[src/rtl/mips_fetch_pkg.sv]
// Shared types and constants for the instruction-fetch stage.
//   NOP_INSTR         : word presented to decode when no instruction is valid
//   RESET_PC_DEFAULT  : default first fetch address after reset
//   fetch_entry_t     : one buffered instruction with its PC+4
//   jump_target()     : J/JAL target from the jump's PC+4 and its 26-bit instr_index
package mips_fetch_pkg;

  localparam logic [31:0] NOP_INSTR        = 32'h0000_0000;
  localparam logic [31:0] RESET_PC_DEFAULT = 32'h0000_0000;

  typedef struct packed {
    logic [31:0] pcplus4;
    logic [31:0] instr;
  } fetch_entry_t;

  function automatic logic [31:0] jump_target(input logic [31:0] pcplus4,
                                              input logic [25:0] instr_index);
    return {pcplus4[31:28], instr_index, 2'b00};
  endfunction

endpackage

[src/rtl/fetch_fifo.sv]
// Instruction buffer between the imem response path and decode.
// Synchronous FIFO of fetch entries; flush has priority over push and pop.
// Push into a full FIFO is honoured when a pop happens in the same cycle.
// Ports:
//   clk_i, reset_i : clock, synchronous active-high reset
//   push_i/wdata_i : write an entry at the tail
//   pop_i          : drop the head entry (ignored when empty)
//   flush_i        : discard all entries
//   count_o        : number of entries held
//   head_o         : oldest entry (undefined when count_o == 0)
module fetch_fifo
  import mips_fetch_pkg::*;
#(
  parameter int unsigned Depth = 2,
  localparam int unsigned PtrW = (Depth > 1) ? $clog2(Depth) : 1,
  localparam int unsigned CntW = $clog2(Depth + 1)
) (
  input  logic            clk_i,
  input  logic            reset_i,
  input  logic            push_i,
  input  fetch_entry_t    wdata_i,
  input  logic            pop_i,
  input  logic            flush_i,
  output logic [CntW-1:0] count_o,
  output fetch_entry_t    head_o
);

  localparam logic [CntW-1:0] DepthC = CntW'(Depth);

  fetch_entry_t    mem_q [Depth];
  logic [PtrW-1:0] rptr_q, rptr_d;
  logic [PtrW-1:0] wptr_q, wptr_d;
  logic [CntW-1:0] count_q, count_d;
  logic            do_push, do_pop;

  always_comb begin
    do_pop  = pop_i && (count_q != '0);
    do_push = push_i && !flush_i && ((count_q != DepthC) || do_pop);
    rptr_d  = rptr_q;
    wptr_d  = wptr_q;
    count_d = count_q;
    if (flush_i) begin
      rptr_d  = '0;
      wptr_d  = '0;
      count_d = '0;
    end else begin
      // Depth is a power of two, so pointers wrap by plain overflow.
      if (do_pop)  rptr_d = rptr_q + PtrW'(1);
      if (do_push) wptr_d = wptr_q + PtrW'(1);
      count_d = count_q + CntW'(do_push) - CntW'(do_pop);
    end
  end

  always_ff @(posedge clk_i) begin
    if (reset_i) begin
      rptr_q  <= '0;
      wptr_q  <= '0;
      count_q <= '0;
    end else begin
      rptr_q  <= rptr_d;
      wptr_q  <= wptr_d;
      count_q <= count_d;
    end
  end

  always_ff @(posedge clk_i) begin
    if (do_push) mem_q[wptr_q] <= wdata_i;
  end

  assign count_o = count_q;
  assign head_o  = mem_q[rptr_q];

endmodule

[src/rtl/fetch.sv]
// Instruction-fetch stage. Owns the fetch PC, issues in-order word reads to
// instruction memory (up to MAX_OUT outstanding), buffers returned words and
// presents the head to decode. Redirects on decode jumps and EX branches,
// dropping wrong-path responses via a kill counter.
// Ports:
//   clk, reset                    : clock, synchronous active-high reset
//   AnyStall                      : decode not accepting this cycle
//   Jump_ID, JumpTgt_ID           : head is J/JAL with this instr_index
//   BranchTaken_EX, BranchTgt_EX  : taken branch in EX and its target
//   ImemReq_IF, ImemAddr_IF       : read request (from registered state)
//   ImemRdy                       : memory accepts the request
//   ImemVld, ImemData             : in-order read response
//   FetchData_IF, PCPlus4_IF      : head instruction and its PC+4 (0 if invalid)
//   Valid_IF                      : head holds a real instruction
module fetch
  import mips_fetch_pkg::*;
#(
  parameter logic [31:0] RESET_PC   = RESET_PC_DEFAULT,
  parameter int unsigned FIFO_DEPTH = 2,
  parameter int unsigned MAX_OUT    = 2
) (
  input  logic        clk,
  input  logic        reset,
  input  logic        AnyStall,
  input  logic        Jump_ID,
  input  logic [25:0] JumpTgt_ID,
  input  logic        BranchTaken_EX,
  input  logic [31:0] BranchTgt_EX,
  output logic        ImemReq_IF,
  output logic [31:0] ImemAddr_IF,
  input  logic        ImemRdy,
  input  logic        ImemVld,
  input  logic [31:0] ImemData,
  output logic [31:0] FetchData_IF,
  output logic [31:0] PCPlus4_IF,
  output logic        Valid_IF
);

  localparam int unsigned   CntW    = $clog2(FIFO_DEPTH + 1);
  localparam logic [CntW:0] DepthC  = (CntW + 1)'(FIFO_DEPTH);
  localparam logic [CntW-1:0] MaxOutC = CntW'(MAX_OUT);

  logic [31:0]     fpc_q, fpc_d;    // next address to request
  logic [31:0]     rpc_q, rpc_d;    // PC of the next response to be kept
  logic [CntW-1:0] out_q, out_d;    // reads issued, response not yet seen
  logic [CntW-1:0] kill_q, kill_d;  // outstanding reads that are wrong-path

  logic [CntW-1:0] fifo_count;
  fetch_entry_t    fifo_head, push_entry;
  logic [CntW:0]   occupancy;
  logic            req, accept, resp, resp_drop, push, pop;
  logic            take_jump, redirect;
  logic [31:0]     target;
  logic            unused_tgt_lsb;

  assign unused_tgt_lsb = ^BranchTgt_EX[1:0];

  // Killed reads will never land in the FIFO, so they do not reserve space.
  assign occupancy = {1'b0, fifo_count} + {1'b0, out_q - kill_q};

  assign req         = !reset && (out_q < MaxOutC) && (occupancy < DepthC);
  assign ImemReq_IF  = req;
  assign ImemAddr_IF = fpc_q;

  assign Valid_IF     = !reset && (fifo_count != '0);
  assign FetchData_IF = Valid_IF ? fifo_head.instr : NOP_INSTR;
  assign PCPlus4_IF   = Valid_IF ? fifo_head.pcplus4 : 32'h0;

  always_comb begin
    accept    = req && ImemRdy;
    resp      = ImemVld && (out_q != '0);
    pop       = Valid_IF && !AnyStall;
    // A taken branch is older than the head, so it wins over a jump.
    take_jump = Jump_ID && pop && !BranchTaken_EX;
    redirect  = BranchTaken_EX || take_jump;
    target    = BranchTaken_EX ? {BranchTgt_EX[31:2], 2'b00}
                               : jump_target(PCPlus4_IF, JumpTgt_ID);
    resp_drop = resp && ((kill_q != '0) || redirect);
    push      = resp && !resp_drop;

    out_d = out_q + CntW'(accept) - CntW'(resp);

    kill_d = kill_q;
    if (redirect) begin
      // Everything still in flight after this cycle is on the wrong path,
      // including a request accepted right now.
      kill_d = out_d;
    end else if (resp && (kill_q != '0)) begin
      kill_d = kill_q - CntW'(1);
    end

    fpc_d = fpc_q;
    if (redirect)    fpc_d = target;
    else if (accept) fpc_d = fpc_q + 32'd4;

    rpc_d = rpc_q;
    if (redirect)  rpc_d = target;
    else if (push) rpc_d = rpc_q + 32'd4;
  end

  assign push_entry = '{pcplus4: rpc_q + 32'd4, instr: ImemData};

  always_ff @(posedge clk) begin
    if (reset) begin
      fpc_q  <= RESET_PC;
      rpc_q  <= RESET_PC;
      out_q  <= '0;
      kill_q <= '0;
    end else begin
      fpc_q  <= fpc_d;
      rpc_q  <= rpc_d;
      out_q  <= out_d;
      kill_q <= kill_d;
    end
  end

  fetch_fifo #(
    .Depth(FIFO_DEPTH)
  ) u_fifo (
    .clk_i  (clk),
    .reset_i(reset),
    .push_i (push),
    .wdata_i(push_entry),
    .pop_i  (pop),
    .flush_i(redirect),
    .count_o(fifo_count),
    .head_o (fifo_head)
  );

endmodule
[config.mk]
export PLATFORM = sky130hd
export DESIGN_NAME = fetch
export DESIGN_NICKNAME = d
export VERILOG_FILES = /design/src/rtl/mips_fetch_pkg.sv /design/src/rtl/fetch_fifo.sv /design/src/rtl/fetch.sv
export SDC_FILE = /design/constraint.sdc
export NUM_CORES = 1
export LEC_CHECK = 0
export ABC_AREA = 1
export ABC_CLOCK_PERIOD_IN_PS = 5450
export CAP_MARGIN = 30
export CORE_MARGIN = 2
export CORE_UTILIZATION = 45
export CTS_CLUSTER_SIZE = 28
export DETAILED_ROUTE_END_ITERATION = 12
export PLACE_DENSITY = 0.76
export SETUP_SLACK_MARGIN = 0.02
export SYNTH_ARGS = -nofsm -noshare
export SYNTH_HDL_FRONTEND = slang
export SYNTH_SLANG_ARGS = --single-unit
[constraint.sdc]
create_clock -name clk -period 5.45 [get_ports clk]
set_input_delay 1.09 -clock clk [delete_from_list [all_inputs] [get_ports clk]]
set_output_delay 1.09 -clock clk [all_outputs]
set_load 0.02 [all_outputs]
* Word-level counts from Yosys, hierarchy flattened *
Memory sizes are Yosys's and may differ from the RTL's. A register that Yosys moved wholly into a read port is not among the register bits.
Index checks and enable logic that the tools add are counted.

storage, ports and cells
  flip-flop bits (word level) = 72
  RAM bits = 128
  input bits = 97
  memories kept = 1

memories
  memory        depth  bits a word  rd ports  clocked after Yosys merged registers in  write ports  line              RTL
  u_fifo.mem_q  2      64           1         1                                        1            fetch_fifo.sv:30  fetch_entry_t mem_q [Depth];

operators by class
  add/subtract/negate cells = 11
  order comparisons = 2
  eq/ne operators = 1
  multiplexer cells = 13
  reduce and logical (&&, ||, !) cells = 29

operators by type and width
  operator                                                     count
  two-way mux 32 bit                                           7
  adder 32 x 3 -> 32 bit (second input constant)               2
  logical AND 1 bit                                            14
  nonzero test 2 bit                                           6
  zero test 1 bit                                              5
  adder 2 x 1 -> 2 bit                                         2
  two-way mux 1 bit                                            4
  two-way mux 2 bit                                            2
  subtractor 2 x 1 -> 2 bit                                    2
  adder 2 x 2 -> 3 bit                                         1
  logical OR 1 bit                                             3
  less-than comparator 3 x 2 -> 1 bit (second input constant)  1
  adder 1 bit (second input constant)                          2
  less-than comparator 2 bit (second input constant)           1
  inequality test 2 bit (second input constant)                1
  OR reduction 2 bit                                           1
  subtractor 2 x 1 -> 2 bit (second input constant)            1
  subtractor 2 bit                                             1

* Depth between registers and ports, before layout *
Gate-level depths: netlist of run 1.

  depth after elaboration = 14
  gate-level depth with buffers = 15

* Modules after synthesis *
A second synthesis of run 1 with hierarchy kept.

unflattened totals
  cell total of the unflattened synthesis = 1259
  area total of the unflattened synthesis = 10781.6 um^2

by module, submodules not included
  module      instances  cells an instance  area an instance (um^2)  sequential area each (um^2)
  fetch       1          1022               5606.6                   1281.2
  fetch_fifo  1          237                5175.0                   3943.8

* Worst setup path after synthesis of run 1 *
Ideal clock, no wire load.

  kind = input to register
  start point = input port reset
  end point = memory u_fifo.mem_q[1][0] in the netlist's numbering (enable)
  library setup time = 482 ps
  data arrival time = 4376 ps
  required time = 4968 ps
  slack = 591 ps
  stages on the path = 8
  path through = buf_6 inv_2 nand4_4 nand2_4 buf_6 nor2_1 nand2_1 nor2_1

on the way
  longest elaborated chain between the ends = 14

ends and longest elaborated chain
  item                                       line              RTL
  start: declaration                         fetch.sv:23       input logic reset,
  zero test 1 bit *                          fetch.sv:65       assign Valid_IF = !reset && (fifo_count != '0);
  logical AND 1 bit *                        fetch.sv:65
  logical AND 1 bit *                        fetch.sv:72       pop = Valid_IF && !AnyStall;
  logical AND 1 bit (2 in series)            fetch.sv:74       take_jump = Jump_ID && pop && !BranchTaken_EX;
  logical OR 1 bit                           fetch.sv:75       redirect = BranchTaken_EX || take_jump;
  logical OR 1 bit                           fetch.sv:78       resp_drop = resp && ((kill_q != '0) || redirect);
  logical AND 1 bit                          fetch.sv:78
  zero test 1 bit                            fetch.sv:79       push = resp && !resp_drop;
  logical AND 1 bit                          fetch.sv:79
  logical AND 1 bit                          fetch_fifo.sv:38  do_push = push_i && !flush_i && ((count_q != DepthC) || do_pop);
  logical AND 1 bit *                        fetch_fifo.sv:38
  two-way mux 1 bit *                        fetch_fifo.sv:67  if (do_push) mem_q[wptr_q] <= wdata_i;
  two-way mux 1 bit (not written as such) *  fetch_fifo.sv:67
  end: declaration                           fetch_fifo.sv:30

Every way passes the cells marked *; elsewhere a longest branch is shown, timed or not.

* Worst setup path after layout of run 1 *
  start point = input port reset
  end point = output port PCPlus4_IF[9]

on the way
  longest elaborated chain between the ends = 3

ends and longest elaborated chain
  item                line         RTL
  zero test 1 bit     fetch.sv:65
  logical AND 1 bit   fetch.sv:65
  two-way mux 32 bit  fetch.sv:67  assign PCPlus4_IF = Valid_IF ? fifo_head.pcplus4 : 32'h0;
  end: declaration    fetch.sv:35  output logic [31:0] PCPlus4_IF,

Every way passes these cells.

==> results.rst, run 1 <==
.. list-table::
   :header-rows: 1

   * - Metric
     - Value
   * - Initial antenna violation count
     - 0
   * - Worst endpoint data arrival time
     - 3.12 ns
   * - Warnings, synthesis
     - 0
   * - Clock transition at the registers of the reported paths
     - 0.06 ns
   * - Inserted Clock Buffers
     - 17
   * - Nature of the critical path startpoint
     - primary input
   * - CTS Sinks
     - 193
   * - Status
     - finished, final reports clean
   * - Number of H-tree levels
     - 4
   * - Post-synth EDFFs
     - 124
   * - Worst Setup Path Type
     - primary input to primary output
   * - Worst stage delay on the critical path
     - 0.65 ns
   * - Placer's final routability congestion estimate
     - 0.919
   * - Syn Std Cell Area
     - 10,500 um^2
   * - Root Buffer Master
     - clkbuf_16
   * - Area of the core
     - 22,700 um^2
   * - Wire length of the first global-routing pass
     - 38,800 um
   * - Time the final worst path needs with I/O delays and setup
     - 4.21 ns
   * - Remaining number of nets flagged by the antenna check after routing
     - 0
   * - Average detailed-routed wire length per instance
     - 14.4 um
   * - Detailed placement HPWL
     - 17,100 um
   * - Ys async rst share
     - 0%
   * - Capturing element type of the critical path
     - primary output
   * - PortBufs
     - 188
   * - Filler cell count in the final layout
     - 2,059
   * - Post-Synthesis Cells
     - 1,242
   * - Most frequently used flop master after synthesis
     - edfxtp_1
   * - Hold buffer count at cts
     - 0
   * - Mean cell area of the mapped netlist
     - 8.42 um^2
   * - Chain of cells forming the critical path
     - clkdlybuf4s50_1 -> a21oi_4 -> buf_12 -> nand2_1 -> inv_1 -> clkdlybuf4s50_1
   * - Unique cell type count in the Yosys netlist
     - 42
   * - Antenna Cells
     - 0
   * - Total via count after detailed routing
     - 8,473
   * - Class of the tightest hold or removal check
     - flop to flop
   * - Nets
     - 1,515
   * - Standard cell with the maximum stage delay on the critical path
     - clkdlybuf4s50_1
   * - Placement row count
     - 55
   * - LEAKAGE
     - 5.61 nW
   * - All-Layer GR Usage
     - 20.2%
   * - GRT Residual Overflow
     - 0
   * - Buffer levels on the longest clock path
     - 2
   * - Largest delay contributor family on the critical path
     - buffers and inverters
   * - Worst IR Drop VDD
     - 0.156 mV
   * - Maximum net fanout on the critical path
     - 68
   * - Starting density of the core
     - 46.0%
   * - Maximum operating frequency
     - 237 MHz
   * - Part of the Yosys area used for sequential elements
     - 48.8%
   * - Post-cts repair resize count
     - 0
   * - Cell with the most instances on the worst path
     - clkdlybuf4s50_1
   * - Cell type with the largest total area after synthesis
     - edfxtp_1
   * - Cell area after placement
     - 12,500 um^2
   * - Fin. max-slew vios
     - 0
   * - Utilization after layout
     - 57.6%
   * - Post-layout instance area
     - 13,100 um^2
   * - Dominant cells by area after synthesis
     - edfxtp_1 36%, nand2_1 15%, dfxtp_1 13%
   * - Area growth from synthesis to layout
     - 25.1%
   * - Clock tree from TritonCTS
     - yes
   * - Post-CTS setup buffer count
     - 0
   * - # DRC
     - 0
   * - Worst-margin pin slew
     - 0.943 ns
   * - Post-detailed-routing wire length
     - 24,500 um
   * - Share of post-route cells with drive strength above 1
     - 10.9%
   * - Most common cell after layout, fill and taps aside
     - nand2_1
   * - Maximum number of pins on one net before global-route repair
     - 69
   * - PwrDens
     - 289 nW/um^2
   * - TritonRoute pass-1 iters
     - 6
   * - Synth top area share
     - 35.6%
   * - Num ports
     - 195
   * - Skew final
     - 0.00896 ns
   * - Total buffers and inverters traversed by the critical path
     - 4
   * - Leading cell types in the layout, fill and taps excluded
     - 406 x nand2_1, 188 x clkdlybuf4s50_1, 154 x inv_1, 124 x edfxtp_1, 87 x nor2_1
   * - Required time at the worst-slack endpoint
     - 4.36 ns
   * - Flops & latches, synth
     - 193
   * - Later-pin clock latency in the skew report
     - 0.43 ns
   * - Slew HR
     - 36.9%
   * - Area of the die
     - 24,500 um^2
   * - Setup repair after global routing missed its margin
     - false
   * - Number of violations of the max-capacitance limit
     - 0
   * - Via density
     - 4.96
   * - Setup TNS Final
     - 0 ns
   * - Detailed router's first-iteration violation count
     - 492
   * - Final-report setup violation count
     - 0
   * - Chip width
     - 156 um
   * - Portion of the clock cycle consumed by the worst path in the final layout
     - 77.3%
   * - Number of global-route vias before repair
     - 7,822
   * - Die H
     - 156 um
   * - Hold Fails Final Rpt
     - 0
==> flip-flops by register name, indices dropped and copies added, names as in the netlist, named ones only <==
signal	cells
u_fifo.rptr_q	1
u_fifo.wptr_q	1
rpc_q	30
u_fifo.count_o	2
kill_q	2
out_q	2
u_fifo.mem_q	124
ImemAddr_IF	30
==> cells by family (layout without fill, tap and decap cells) <==
kind of cell | count (synthesis) | after routing | share of synthesized area (%)
other | 1 | 4 | 0.0359
and+or+nand+nor | 600 | 600 | 25.2
buffers and inverters | 212 | 389 | 8.74
muxes | 58 | 58 | 6.25
DFF | 193 | 193 | 48.8
xor gates and xnor gates | 30 | 30 | 2.87
AOI/OAI and AO/OA | 139 | 139 | 6.95
adders and majority gates | 9 | 9 | 1.15
==> per-layer routing <==
layer / global-route usage, % / wire, um / vias to the layer above
li1: - / - / 4287
met1: 27.2 / 11100 / 3833
met2: 32.6 / 11100 / 318
met3: 4.49 / 1940 / 35
met4: 6.38 / 398 / 0
met5: 0 / 0 / -
==> final cells by class <==
class | count | area [um^2] | share of cell area (%)
sequential | 193 | 5110 | 39.0
multi-input combinational | 840 | 4460 | 34.1
timing repair buffer | 197 | 1990 | 15.2
inverter | 160 | 603 | 4.61
clock buffer | 25 | 517 | 3.95
tap | 285 | 357 | 2.73
clock inverter | 7 | 47.5 | 0.363
==> final timing paths <==
path | start | end | slack, ns | cells past startpoint
setup / recovery | reset | PCPlus4_IF[9] | 1.24 | 6
hold / removal | u_fifo.wptr_q | u_fifo.wptr_q | 0.47 | 2
setup reg to reg | out_q[0] | kill_q[1] | 2.41 | 14
hold reg to reg | u_fifo.wptr_q | u_fifo.wptr_q | 0.47 | 2
==> through the flow <==
step / hold slack, ns / instances / setup WS, ns / total power, W
after floorplan: 0.445 / 1245 / 0.591 / 0.00234
after global placement: 0.451 / 1675 / 1.21 / 0.00260
after detailed placement: 0.460 / 1675 / 1.23 / 0.00262
after CTS: 0.470 / 1707 / 1.23 / 0.00381
after global routing: 0.498 / 1707 / 1.10 / 0.00397
final: 0.469 / 1707 / 1.24 / 0.00379
==> cells in the mapped netlist, types with 12 or more instances <==
master	count
dfxtp_1	69
a21oi_1	60
buf_2	22
nand3_1	46
o21ai_1	13
nor2_1	88
xnor2_1	12
inv_1	154
xor2_1	13
edfxtp_1	124
o21ai_0	56
mux2_2	58
nand2_1	406
==> worst register-to-register path: stages, from the launching register on <==
cell and delay [ns]:
dfxtp_1 0.37, inv_1 0.06, ha_1 0.29, or2_2 0.30, fa_1 0.49, nand2_1 0.08
nor3_4 0.13, nand2_2 0.15, ha_1 0.31, inv_1 0.04, ha_1 0.18, xor2_1 0.16
xor2_1 0.21, o211ai_1 0.10, nor2_1 0.12
==> power breakdown <==
group | leakage, nW | switching (W) | internal (W) | total, W
clock | 0.282 | 0.000527 | 0.000662 | 0.00119
sequential | 1.70 | 0.000123 | 0.00170 | 0.00183
combinational | 3.63 | 0.000438 | 0.000330 | 0.000768
total | 5.61 | 0.00109 | 0.00270 | 0.00379
(Power assumes the default switching activity.)
==> run 2, diff against run 1 <==
--- a/config.mk
+++ b/config.mk
@@ -6,13 +6,13 @@
 export NUM_CORES = 1
 export LEC_CHECK = 0
 export ABC_AREA = 1
-export ABC_CLOCK_PERIOD_IN_PS = 5450
+export ABC_CLOCK_PERIOD_IN_PS = 3800
 export CAP_MARGIN = 30
 export CORE_MARGIN = 2
 export CORE_UTILIZATION = 45
 export CTS_CLUSTER_SIZE = 28
 export DETAILED_ROUTE_END_ITERATION = 12
-export PLACE_DENSITY = 0.76
+export PLACE_DENSITY = 0.79
 export SETUP_SLACK_MARGIN = 0.02
 export SYNTH_ARGS = -nofsm -noshare
 export SYNTH_HDL_FRONTEND = slang
==> constraint.sdc (replaced) <==
create_clock -name clk -period 3.8 [get_ports clk]
set_input_delay 0.76 -clock clk [delete_from_list [all_inputs] [get_ports clk]]
set_output_delay 0.76 -clock clk [all_outputs]
set_load 0.02 [all_outputs]
==> run 2 against run 1 <==
  * Non-clock buffer count is 5 higher
  * Cell area up 0.48%
  * Die area stayed put
  * Critical path depth up 1
  * Final cell count up 0.29%
  * Worst setup slack lost 1.0 ns
  * Flip-flop and latch count did not move
  * Global-route usage down 0.11 points
  * Sequential share of layout area decreased by 0.19 points
  * Largest power group unchanged
==> results.rst, run 2 (synthesis results as in run 1) <==
.. list-table::
   :header-rows: 1

   * - Metric
     - Value
   * - Status
     - finished, final reports clean (unchanged)
   * - Final-report setup violation count
     - 0 (unchanged)
   * - Starting density of the core
     - 46.0% (unchanged)
   * - Overall power after layout
     - 0.00551 W (was 0.00379 W)
   * - Root Buffer Master
     - clkbuf_16 (unchanged)
   * - Capturing element type of the critical path
     - primary output (unchanged)
   * - Leading cell types in the layout, fill and taps excluded
     - 406 x nand2_1, 188 x clkdlybuf4s50_1, 153 x inv_1, 124 x edfxtp_1, 87 x nor2_1 (was 406 x nand2_1, 188 x clkdlybuf4s50_1, 154 x inv_1, 124 x edfxtp_1, 87 x nor2_1)
   * - Nature of the critical path startpoint
     - flop (was primary input)
   * - Share of post-route cells with drive strength above 1
     - 11.3% (was 10.9%)
   * - Nets
     - 1,520 (was 1,515)
   * - Time the final worst path needs with I/O delays and setup
     - 3.56 ns
   * - Internal cell power
     - 0.00393 W (was 0.00270 W)
   * - Number of violations of the max-capacitance limit
     - 0 (unchanged)
   * - Remaining number of nets flagged by the antenna check after routing
     - 0 (unchanged)
   * - Sequential Power Share
     - 47.6% (was 48.3%)
   * - Placement row count
     - 55 (unchanged)
   * - Clock transition at the registers of the reported paths
     - 0.07 ns (was 0.06 ns)
   * - # DRC
     - 0 (unchanged)
   * - Logic pwr share
     - 20.0% (was 20.3%)
   * - Later-pin clock latency in the skew report
     - 0.43 ns (about the same)
   * - Register name with the most flops
     - u_fifo.mem_q (unchanged)
   * - CTS Sinks
     - 193 (unchanged)
   * - Worst endpoint data arrival time
     - 2.80 ns (was 3.12 ns)
   * - Placer's final routability congestion estimate
     - 0.966 (was 0.919)
   * - Worst Setup Path Type
     - flop to primary output (was primary input to primary output)
   * - Fin. max-slew vios
     - 0 (unchanged)
   * - Worst-margin pin slew
     - 0.841 ns (was 0.943 ns)
   * - Inserted Clock Buffers
     - 17 (unchanged)
   * - Worst IR Drop VDD
     - 0.241 mV (was 0.156 mV)
   * - TritonRoute pass-1 iters
     - 5 (was 6)
   * - Slew HR
     - 43.7% (was 36.9%)
   * - Num ports
     - 195 (unchanged)
   * - Class of the tightest hold or removal check
     - flop to flop (unchanged)
   * - PortBufs
     - 188 (unchanged)
   * - LEAKAGE
     - 5.64 nW (was 5.61 nW)
   * - Buffer levels on the longest clock path
     - 2 (unchanged)
   * - Clock tree from TritonCTS
     - yes (unchanged)
   * - Post-CTS setup buffer count
     - 0 (unchanged)
   * - Switching power summed over all nets
     - 0.00158 W (was 0.00109 W)
   * - Maximum number of pins on one net before global-route repair
     - 63 (was 69)
   * - Antenna Cells
     - 0 (unchanged)
   * - Hold Fails Final Rpt
     - 0 (unchanged)
   * - Initial antenna violation count
     - 0 (unchanged)
   * - Hold buffer count at cts
     - 0 (unchanged)
   * - Area of the die
     - 24,500 um^2 (unchanged)
   * - Post-cts repair resize count
     - 0 (unchanged)
   * - Post-detailed-routing wire length
     - 24,400 um (was 24,500 um)
   * - Clock network power share
     - 32.3% (was 31.4%)
   * - Detailed router's first-iteration violation count
     - 660 (was 492)
   * - Area growth from synthesis to layout
     - 25.7% (was 25.1%)
   * - Wire length of the first global-routing pass
     - 39,200 um (was 38,800 um)
   * - Maximum operating frequency
     - 281 MHz
   * - Via density
     - 4.91 (was 4.96)
   * - Flip-flop count of the largest register after layout
     - 124 (unchanged)
   * - Required time at the worst-slack endpoint
     - 3.04 ns (was 4.36 ns)
   * - Chip width
     - 156 um (unchanged)
   * - PwrDens
     - 419 nW/um^2 (was 289 nW/um^2)
   * - Fraction of power spent switching nets
     - 28.6% (was 28.8%)
   * - Cell area after placement
     - 12,600 um^2 (was 12,500 um^2)
   * - Most common cell after layout, fill and taps aside
     - nand2_1 (unchanged)
   * - Total via count after detailed routing
     - 8,406 (was 8,473)
   * - Post-layout instance area
     - 13,100 um^2 (about the same)
   * - Detailed placement HPWL
     - 17,600 um (was 17,100 um)
   * - Setup repair after global routing missed its margin
     - false (unchanged)
   * - All-Layer GR Usage
     - 20.1% (was 20.2%)
   * - Skew final
     - 0.0194 ns (was 0.00896 ns)
   * - Average detailed-routed wire length per instance
     - 14.3 um (was 14.4 um)
   * - Maximum net fanout on the critical path
     - 3 (was 68)
   * - Setup TNS Final
     - 0 ns (unchanged)
   * - GRT Residual Overflow
     - 0 (unchanged)
   * - Portion of the clock cycle consumed by the worst path in the final layout
     - 93.8%
   * - Number of H-tree levels
     - 4 (unchanged)
   * - Number of global-route vias before repair
     - 8,062 (was 7,822)
   * - Area of the core
     - 22,700 um^2 (unchanged)
   * - Die H
     - 156 um (unchanged)
[run 2: changes by cell type in the layout (fill, tap and decap cells not counted), sizes merged]
cell | previous run | this run
buf | 9 | 14
clkbuf | 25 | 20
clkinv | 1 | 6
inv | 165 | 162
bufinv | 0 | 2
clkinvlp | 1 | 2
[run 2: final cells by class]
| cell class | instances | area, um^2 |
|---|---|---|
| clock inverter | 12 | 131 |
| sequential | 193 | 5110 |
| timing repair buffer | 202 | 2020 |
| tap | 285 | 357 |
| fill | 1996 | 9570 |
| clock buffer | 20 | 458 |
| inverter | 160 | 603 |
| multi-input combinational | 840 | 4460 |
[run 2: critical path, stage by stage, from the launching register on]
cell	delay [ns]
dfxtp_1	0.38
inv_1	0.06
ha_1	0.29
or2_2	0.31
fa_1	0.49
nand2_1	0.08
nor3_4	0.14
clkdlybuf4s50_1	0.63
[run 2: layer usage]
metal / global-route usage [%] / routed length, um / vias up
met3: 5.29 / 1860 / 17
met4: 4.19 / 187 / 0
met1: 26.2 / 11100 / 3809
met2: 33.8 / 11300 / 296
met5: 0 / 0 / -
li1: - / - / 4284
[run 2: stage by stage]
step	std cells	setup WS (ns)	utilization, %	hold WS, ns
2_1_floorplan	1245	0.308	-	0.445
3_3_place_gp	1680	0.435	55.3	0.453
3_5_place_dp	1680	0.414	55.3	0.457
4_1_cts	1712	0.216	57.9	0.468
5_1_grt	1712	0.140	57.9	0.489
6_report	1712	0.235	57.9	0.465
[run 2: path summary, 6_finish.rpt]
| kind | start | end | slack, ns | cells after the start |
|---|---|---|---|---|
| max | out_q[0] | ImemReq_IF | 0.24 | 7 |
| min | u_fifo.wptr_q | u_fifo.wptr_q | 0.47 | 2 |
| max reg2reg | out_q[0] | kill_q[1] | 0.72 | 14 |
| min reg2reg | u_fifo.wptr_q | u_fifo.wptr_q | 0.47 | 2 |
[run 2: power by group through the flow]
stage	Combinational, W	Sequential (W)	Clock [W]
after floorplan	0.000669	0.00268	0
after global placement	0.00107	0.00265	0
after detailed placement	0.00110	0.00266	0
after CTS	0.00111	0.00262	0.00182
after global routing	0.00123	0.00264	0.00190
final	0.00110	0.00262	0.00178
